$ cat config.mk
export PLATFORM = sky130hd
export DESIGN_NAME = serial_pattern_detector_flat
export DESIGN_NICKNAME = d
export VERILOG_FILES = /design/src/rtl/serial_pattern_detector_pkg.sv /design/src/rtl/serial_pattern_detector_if.sv /design/src/rtl/serial_pattern_detector_sat_counter.sv /design/src/rtl/serial_pattern_detector.sv /design/src/flat_wrapper.sv
export SDC_FILE = /design/constraint.sdc
export NUM_CORES = 1
export LEC_CHECK = 0
export CORE_ASPECT_RATIO = 1.25
export CORE_MARGIN = 1.5
export CORE_UTILIZATION = 50
export CTS_BUF_LIST = sky130_fd_sc_hd__clkbuf_4 sky130_fd_sc_hd__clkbuf_8
export CTS_CLUSTER_SIZE = 8
export DETAILED_ROUTE_END_ITERATION = 10
export GPL_TIMING_DRIVEN = 0
export HOLD_SLACK_MARGIN = 0.08
export PLACE_DENSITY = 0.84
export SLEW_MARGIN = 30
export SYNTH_ARGS = -nofsm -noshare
export SYNTH_HDL_FRONTEND = slang
export SYNTH_SLANG_ARGS = --single-unit
export TNS_END_PERCENT = 20
$ cat constraint.sdc
create_clock -name clk -period 1.65 [get_ports clk]
set_input_delay 0.495 -clock clk [delete_from_list [all_inputs] [get_ports clk]]
set_output_delay 0.495 -clock clk [all_outputs]
set_load 0.02 [all_outputs]
$ cat src/rtl/serial_pattern_detector_pkg.sv
// Shared types and defaults for the serial pattern detector and its status counters.
package serial_pattern_detector_pkg;

    typedef enum logic [1:0] {
        IDLE = 2'd0,
        FILL = 2'd1,
        RUN  = 2'd2
    } state_e;

    localparam int         DEF_WIDTH   = 4;
    localparam logic [3:0] DEF_PATTERN = 4'b1011;
    localparam int         DEF_CNT_W   = 8;

    // Saturating +1 on values up to 32 bits; max is the all-ones value of the caller's width.
    function automatic logic [31:0] sat_inc(input logic [31:0] val, input logic [31:0] max);
        return (val == max) ? val : val + 32'd1;
    endfunction

endpackage

$ cat src/rtl/serial_pattern_detector_if.sv
// Stream-in / status-out bundle of the serial pattern detector.
interface serial_pattern_detector_if #(
    parameter int WIDTH = 4,
    parameter int CNT_W = 8
);
    logic             d;
    logic             d_valid;
    logic             clr_cnt;
    logic [WIDTH-1:0] shreg;
    logic             word_valid;
    logic             match;
    logic [CNT_W-1:0] match_count;
    logic             busy;

    modport master (
        output d, d_valid, clr_cnt,
        input  shreg, word_valid, match, match_count, busy
    );

    modport slave (
        input  d, d_valid, clr_cnt,
        output shreg, word_valid, match, match_count, busy
    );
endinterface

$ cat src/rtl/serial_pattern_detector_sat_counter.sv
// Saturating event counter with synchronous clear; clear wins over increment.
module sat_counter
    import serial_pattern_detector_pkg::*;
#(
    parameter int CNT_W = 8
) (
    input  logic             clk,
    input  logic             rst,
    input  logic             inc,
    input  logic             clr,
    output logic [CNT_W-1:0] count
);
    localparam logic [31:0] MAX = 32'((64'd1 << CNT_W) - 64'd1);

    logic [CNT_W-1:0] count_d, count_q;

    always_comb begin
        count_d = count_q;
        if (clr)
            count_d = '0;
        else if (inc)
            count_d = CNT_W'(sat_inc(32'(count_q), MAX));
    end

    always_ff @(posedge clk) begin
        if (rst) count_q <= '0;
        else     count_q <= count_d;
    end

    assign count = count_q;
endmodule

$ cat src/rtl/serial_pattern_detector.sv
// Overlapping pattern search and WIDTH-bit word framing on a serial bit stream.
// Build option PATTERN_MASK_EN adds a MASK parameter making 0 bits don't-care.
module serial_pattern_detector
    import serial_pattern_detector_pkg::*;
#(
    parameter int               WIDTH   = DEF_WIDTH,
    parameter logic [WIDTH-1:0] PATTERN = DEF_PATTERN,
    parameter int               CNT_W   = DEF_CNT_W
`ifdef PATTERN_MASK_EN
    ,
    parameter logic [WIDTH-1:0] MASK    = {WIDTH{1'b1}}
`endif
) (
    input logic                clk,
    input logic                rst,
    serial_pattern_detector_if.slave bus
);
    localparam int               BC_W    = $clog2(WIDTH);
    localparam logic [BC_W-1:0] BC_LAST = BC_W'(WIDTH - 1);

    state_e           state_d, state_q;
    logic [WIDTH-1:0] shreg_d, shreg_q;
    logic [BC_W-1:0]  bit_cnt_d, bit_cnt_q;
    logic             word_valid_d, word_valid_q;
    logic             match_d, match_q;
    logic             last_bit, hit;

    assign last_bit = (bit_cnt_q == BC_LAST);

    always_comb begin
        state_d      = state_q;
        shreg_d      = shreg_q;
        bit_cnt_d    = bit_cnt_q;
        word_valid_d = 1'b0;
        match_d      = 1'b0;
        hit          = 1'b0;
        if (bus.d_valid) begin
            shreg_d      = {shreg_q[WIDTH-2:0], bus.d};
            bit_cnt_d    = last_bit ? '0 : bit_cnt_q + BC_W'(1);
            word_valid_d = last_bit;
`ifdef PATTERN_MASK_EN
            hit = (((shreg_d ^ PATTERN) & MASK) == '0);
`else
            hit = (shreg_d == PATTERN);
`endif
            // The fill-completing bit is the first one whose window holds no reset zeros.
            match_d = hit && ((state_q == RUN) || (state_q == FILL && last_bit));
            case (state_q)
                IDLE:    state_d = FILL;
                FILL:    if (last_bit) state_d = RUN;
                default: state_d = state_q;
            endcase
        end
    end

    always_ff @(posedge clk) begin
        if (rst) begin
            state_q      <= IDLE;
            shreg_q      <= '0;
            bit_cnt_q    <= '0;
            word_valid_q <= 1'b0;
            match_q      <= 1'b0;
        end else begin
            state_q      <= state_d;
            shreg_q      <= shreg_d;
            bit_cnt_q    <= bit_cnt_d;
            word_valid_q <= word_valid_d;
            match_q      <= match_d;
        end
    end

    sat_counter #(.CNT_W(CNT_W)) u_match_cnt (
        .clk   (clk),
        .rst   (rst),
        .inc   (match_q),
        .clr   (bus.clr_cnt),
        .count (bus.match_count)
    );

    assign bus.shreg      = shreg_q;
    assign bus.word_valid = word_valid_q;
    assign bus.match      = match_q;
    assign bus.busy       = (state_q != IDLE);
endmodule
$ cat src/flat_wrapper.sv
// flat-port wrapper written by rule: the top's interface ports become plain ports
module serial_pattern_detector_flat import serial_pattern_detector_pkg::*;
#(
    parameter int               WIDTH   = DEF_WIDTH,
    parameter logic [WIDTH-1:0] PATTERN = DEF_PATTERN,
    parameter int               CNT_W   = DEF_CNT_W

)
  (clk, rst, bus_d, bus_d_valid, bus_clr_cnt, bus_shreg, bus_word_valid, bus_match, bus_match_count, bus_busy);
  serial_pattern_detector_if #(.WIDTH(WIDTH), .CNT_W(CNT_W)) bus_i ();
  input logic clk;
  input logic rst;
  input wire logic [$bits(bus_i.d)-1:0] bus_d;
  input wire logic [$bits(bus_i.d_valid)-1:0] bus_d_valid;
  input wire logic [$bits(bus_i.clr_cnt)-1:0] bus_clr_cnt;
  output wire logic [$bits(bus_i.shreg)-1:0] bus_shreg;
  output wire logic [$bits(bus_i.word_valid)-1:0] bus_word_valid;
  output wire logic [$bits(bus_i.match)-1:0] bus_match;
  output wire logic [$bits(bus_i.match_count)-1:0] bus_match_count;
  output wire logic [$bits(bus_i.busy)-1:0] bus_busy;
  assign bus_i.d = bus_d;
  assign bus_i.d_valid = bus_d_valid;
  assign bus_i.clr_cnt = bus_clr_cnt;
  assign bus_shreg = bus_i.shreg;
  assign bus_word_valid = bus_i.word_valid;
  assign bus_match = bus_i.match;
  assign bus_match_count = bus_i.match_count;
  assign bus_busy = bus_i.busy;
  serial_pattern_detector #(.WIDTH(WIDTH), .PATTERN(PATTERN), .CNT_W(CNT_W)) u_core (.clk(clk), .rst(rst), .bus(bus_i));
endmodule
==> results.py <==
metrics = {
    "synth": {
        "yosys.area.top_type": "dfxtp_1",
        "synth_top_area_share_pct": 43.1,
        "yosysMostFrequentCell": "dfxtp_1",
        "synth_edf_count": 0,
        "yosys_warnings": 0,
        "synth_cells": 90,
        "synthArstFlopShare_pct": 0,
        "synth_fp_nets": 98,
        "ys_types": 28,
        "synth_seq_area_share_pct": 43.1,
        "synth.ff_latch_count": 18,
        "yosys-top-cells-area": "dfxtp_1 (43%), mux2i_1 (14%), ha_1 (4.5%), nand2_1 (4.0%), nor2_1 (4.0%)",
        "syn_area_per_cell_sq_um": 9.29,
        "ys.flop_type": "dfxtp_1",
        "netlist_area_sq_um": 836,
        "ys_top_cells_by_count": "dfxtp_1 (18), mux2i_1 (12), nand2_1 (9), nor2_1 (9), a21oi_1 (6)",
    },
    "sta": {
        "fmax_mhz": 631,
        "slew_viol_final": 0,
        "worstMarginPinSlew_ns": 0.389,
        "hold_ws_ns": 0.507,
        "maxSlewHeadroom_pct": 74.1,
        "rsz0062_at_grt": "no",
        "hold_violations": 0,
        "fin_tns_setup_ns": 0,
        "fin_crit_sh_pct": 96.1,
        "min_period_ns": 1.59,
        "clock_skew_ns": 0.00298,
        "setup_viol": 0,
    },
    "final_layout": {
        "diodes": 0,
        "design_area_sq_mm": 0.00106,
        "nNetsFinal": 122,
        "fillers": 132,
        "drive_above_1_share_pct": 13.4,
        "area_growth_pct": 26.5,
    },
    "min_path": {
        "worstHoldPathType": "reg -> reg",
        "min_from": "u_core.bus.shreg[3]$_SDFFE_PP0P_",
        "min_to": "u_core.bus.shreg[3]$_SDFFE_PP0P_",
        "holdPathStages": 2,
    },
    "critical_path": {
        "slowest_stage": "dfxtp_1",
        "crit_required_ns": 1.15,
        "cpPeakStageDelay_ns": 0.44,
        "crit_arrival_ns": 1.09,
        "crit_type": "reg -> out",
        "crit_buf_inv": 1,
        "r2r_end": "u_core.u_match_cnt.count[6]$_SDFFE_PP0P_",
        "cp-start-kind": "register",
        "endpoint_kind": "primary output",
        "reg2regPathDepth": 4,
        "cp_max_fo": 7,
        "cp_cell_sequence": "dlygate4sd2_1",
        "r2r_start": "u_core.u_match_cnt.count[0]$_SDFFE_PP0P_",
        "ff2ff_setup_slack_ns": 0.11,
        "crit_family": "flip-flops",
    },
    "route": {
        "vias": 718,
        "drt_iter0_drc": 7,
        "avgRoutedWirePerCell_microns": 12.5,
        "via_per_inst": 5.52,
        "drc": 0,
        "wl_microns": 1620,
        "drtAntennaViolNets": 0,
        "drtPass1Iterations": 4,
    },
    "clocking": {
        "clkTransAtPathRegs_ns": 0.10,
        "post_cts_resized": 18,
        "cts_tree": "yes",
        "ctsRootBufferMaster": "clkbuf_4",
        "cts_max_path_buffers": 2,
        "cts.sinks": 18,
        "cts_made_buffers": 3,
        "postCtsSetupBuffers": 0,
        "clk_latency_ns": 0.29,
        "htree_levels": 1,
        "hold_buffers": 0,
    },
    "outcome": {
        "outcome": "complete, no violations",
    },
    "die": {
        "ios": 20,
        "coreArea_sq_mm": 0.00156,
        "chipHeight_microns": 48.7,
        "die_area_sq_mm": 0.00193,
        "rows": 16,
        "start_util_pct": 53.5,
        "die_w_microns": 39.6,
    },
    "place": {
        "placed_cell_area_sq_mm": 0.00105,
        "dp_hpwl_microns": 1230,
        "routabilityCongestion": 0.676,
        "io_buffers": 19,
    },
    "global_routing": {
        "antenna_found_initial": 0,
        "grt_max_degree": 11,
        "grt_pass1_vias": 690,
        "grt.overflow.total": 0,
        "grt_pass1_wl_microns": 2840,
        "track_usage_pct": 20.2,
    },
    "job": {
        "cap_violations": 0,
    },
    "power_and_ir_drop": {
        "powerDensity_mw_per_mm2": 691,
        "vdd_drop_max_mv": 0.579,
        "leakage_nw": 0.473,
    },
}
## worst max-delay path by stage
stage	depth (start not counted)	slack [ns]	to	start
2_1_floorplan	4	0.05	u_core.u_match_cnt.count[6]$_SDFFE_PP0P_	u_core.u_match_cnt.count[0]$_SDFFE_PP0P_
3_3_place_gp	4	-0.18	u_core.u_match_cnt.count[5]$_SDFFE_PP0P_	rst
3_5_place_dp	4	-0.24	u_core.u_match_cnt.count[7]$_SDFFE_PP0P_	rst
4_1_cts	1	0.009	bus_match_count[2]	u_core.u_match_cnt.count[2]$_SDFFE_PP0P_
5_1_grt	4	0.005	u_core.u_match_cnt.count[5]$_SDFFE_PP0P_	rst
6_report	1	0.06	bus_match_count[3]	u_core.u_match_cnt.count[3]$_SDFFE_PP0P_
## metrics by stage
stage          worst slack (ns)  total power, mW  utilization (%)  std cells
6_report                 0.0648            0.731             67.7        130
5_1_grt                 0.00516            0.767             67.7        130
2_1_floorplan            0.0468            0.502                -         90
3_3_place_gp             -0.179            0.529             67.1        127
3_5_place_dp             -0.244            0.531             67.1        127
4_1_cts                 0.00894            0.737             67.1        130
## registers in the layout, summed over array words and instances (netlist names)
name,flops
u_core.bus.shreg,4
u_core.bit_cnt_q,2
u_core.state_q,2
u_core.u_match_cnt.count,8
u_core.bus.match,1
u_core.bus.word_valid,1
## power by group
part,switching (mW),internal [mW]
Sequential,0.00909,0.444
Clock,0.128,0.0849
Combinational,0.0333,0.0315
## cell usage in the layout (no fill, tap or decap), types with 2 or more instances in the layout
master / instances
dfxtp_1: 16
dlygate4sd2_1: 13
mux2i_1: 12
nand2_1: 9
nor2_1: 8
a21oi_1: 6
or3_1: 4
clkdlybuf4s50_1: 4
buf_2: 3
and4_1: 3
nand4_1: 3
clkbuf_4: 3
inv_1: 2
nor3_1: 2
and4_2: 2
ha_1: 2
dfxtp_2: 2
## layer usage
| metal | vias up | GRT usage (%) | part of all wire (%) |
|---|---|---|---|
| met5 | - | 0 | 0 |
| met4 | 0 | 6.90 | 1.1 |
| met3 | 2 | 4.13 | 4.6 |
| met2 | 16 | 35.2 | 51 |
| met1 | 327 | 22.8 | 43 |
| li1 | 373 | - | - |
## area by class of cell
cell class | count | area [sq um] | area share, %
Multi-Input combinational cell | 66 | 455 | 43.1
Sequential cell | 18 | 363 | 34.3
Timing Repair Buffer | 19 | 169 | 16.0
Clock buffer | 3 | 22.5 | 2.13
Tap cell | 18 | 22.5 | 2.13
Buffer | 3 | 13.8 | 1.30
Inverter | 3 | 11.3 | 1.07
## logic make-up after synthesis
| kind of cell | Yosys count | share of synthesized area, % |
|---|---|---|
| muxes | 12 | 14.4 |
| AOI/OAI and AO/OA | 10 | 6.74 |
| buffers and inverters | 6 | 2.99 |
| and+or+nand+nor | 41 | 28.3 |
| adders and majority gates | 3 | 4.49 |
| DFF | 18 | 43.1 |
(Power assumes the default switching activity.)
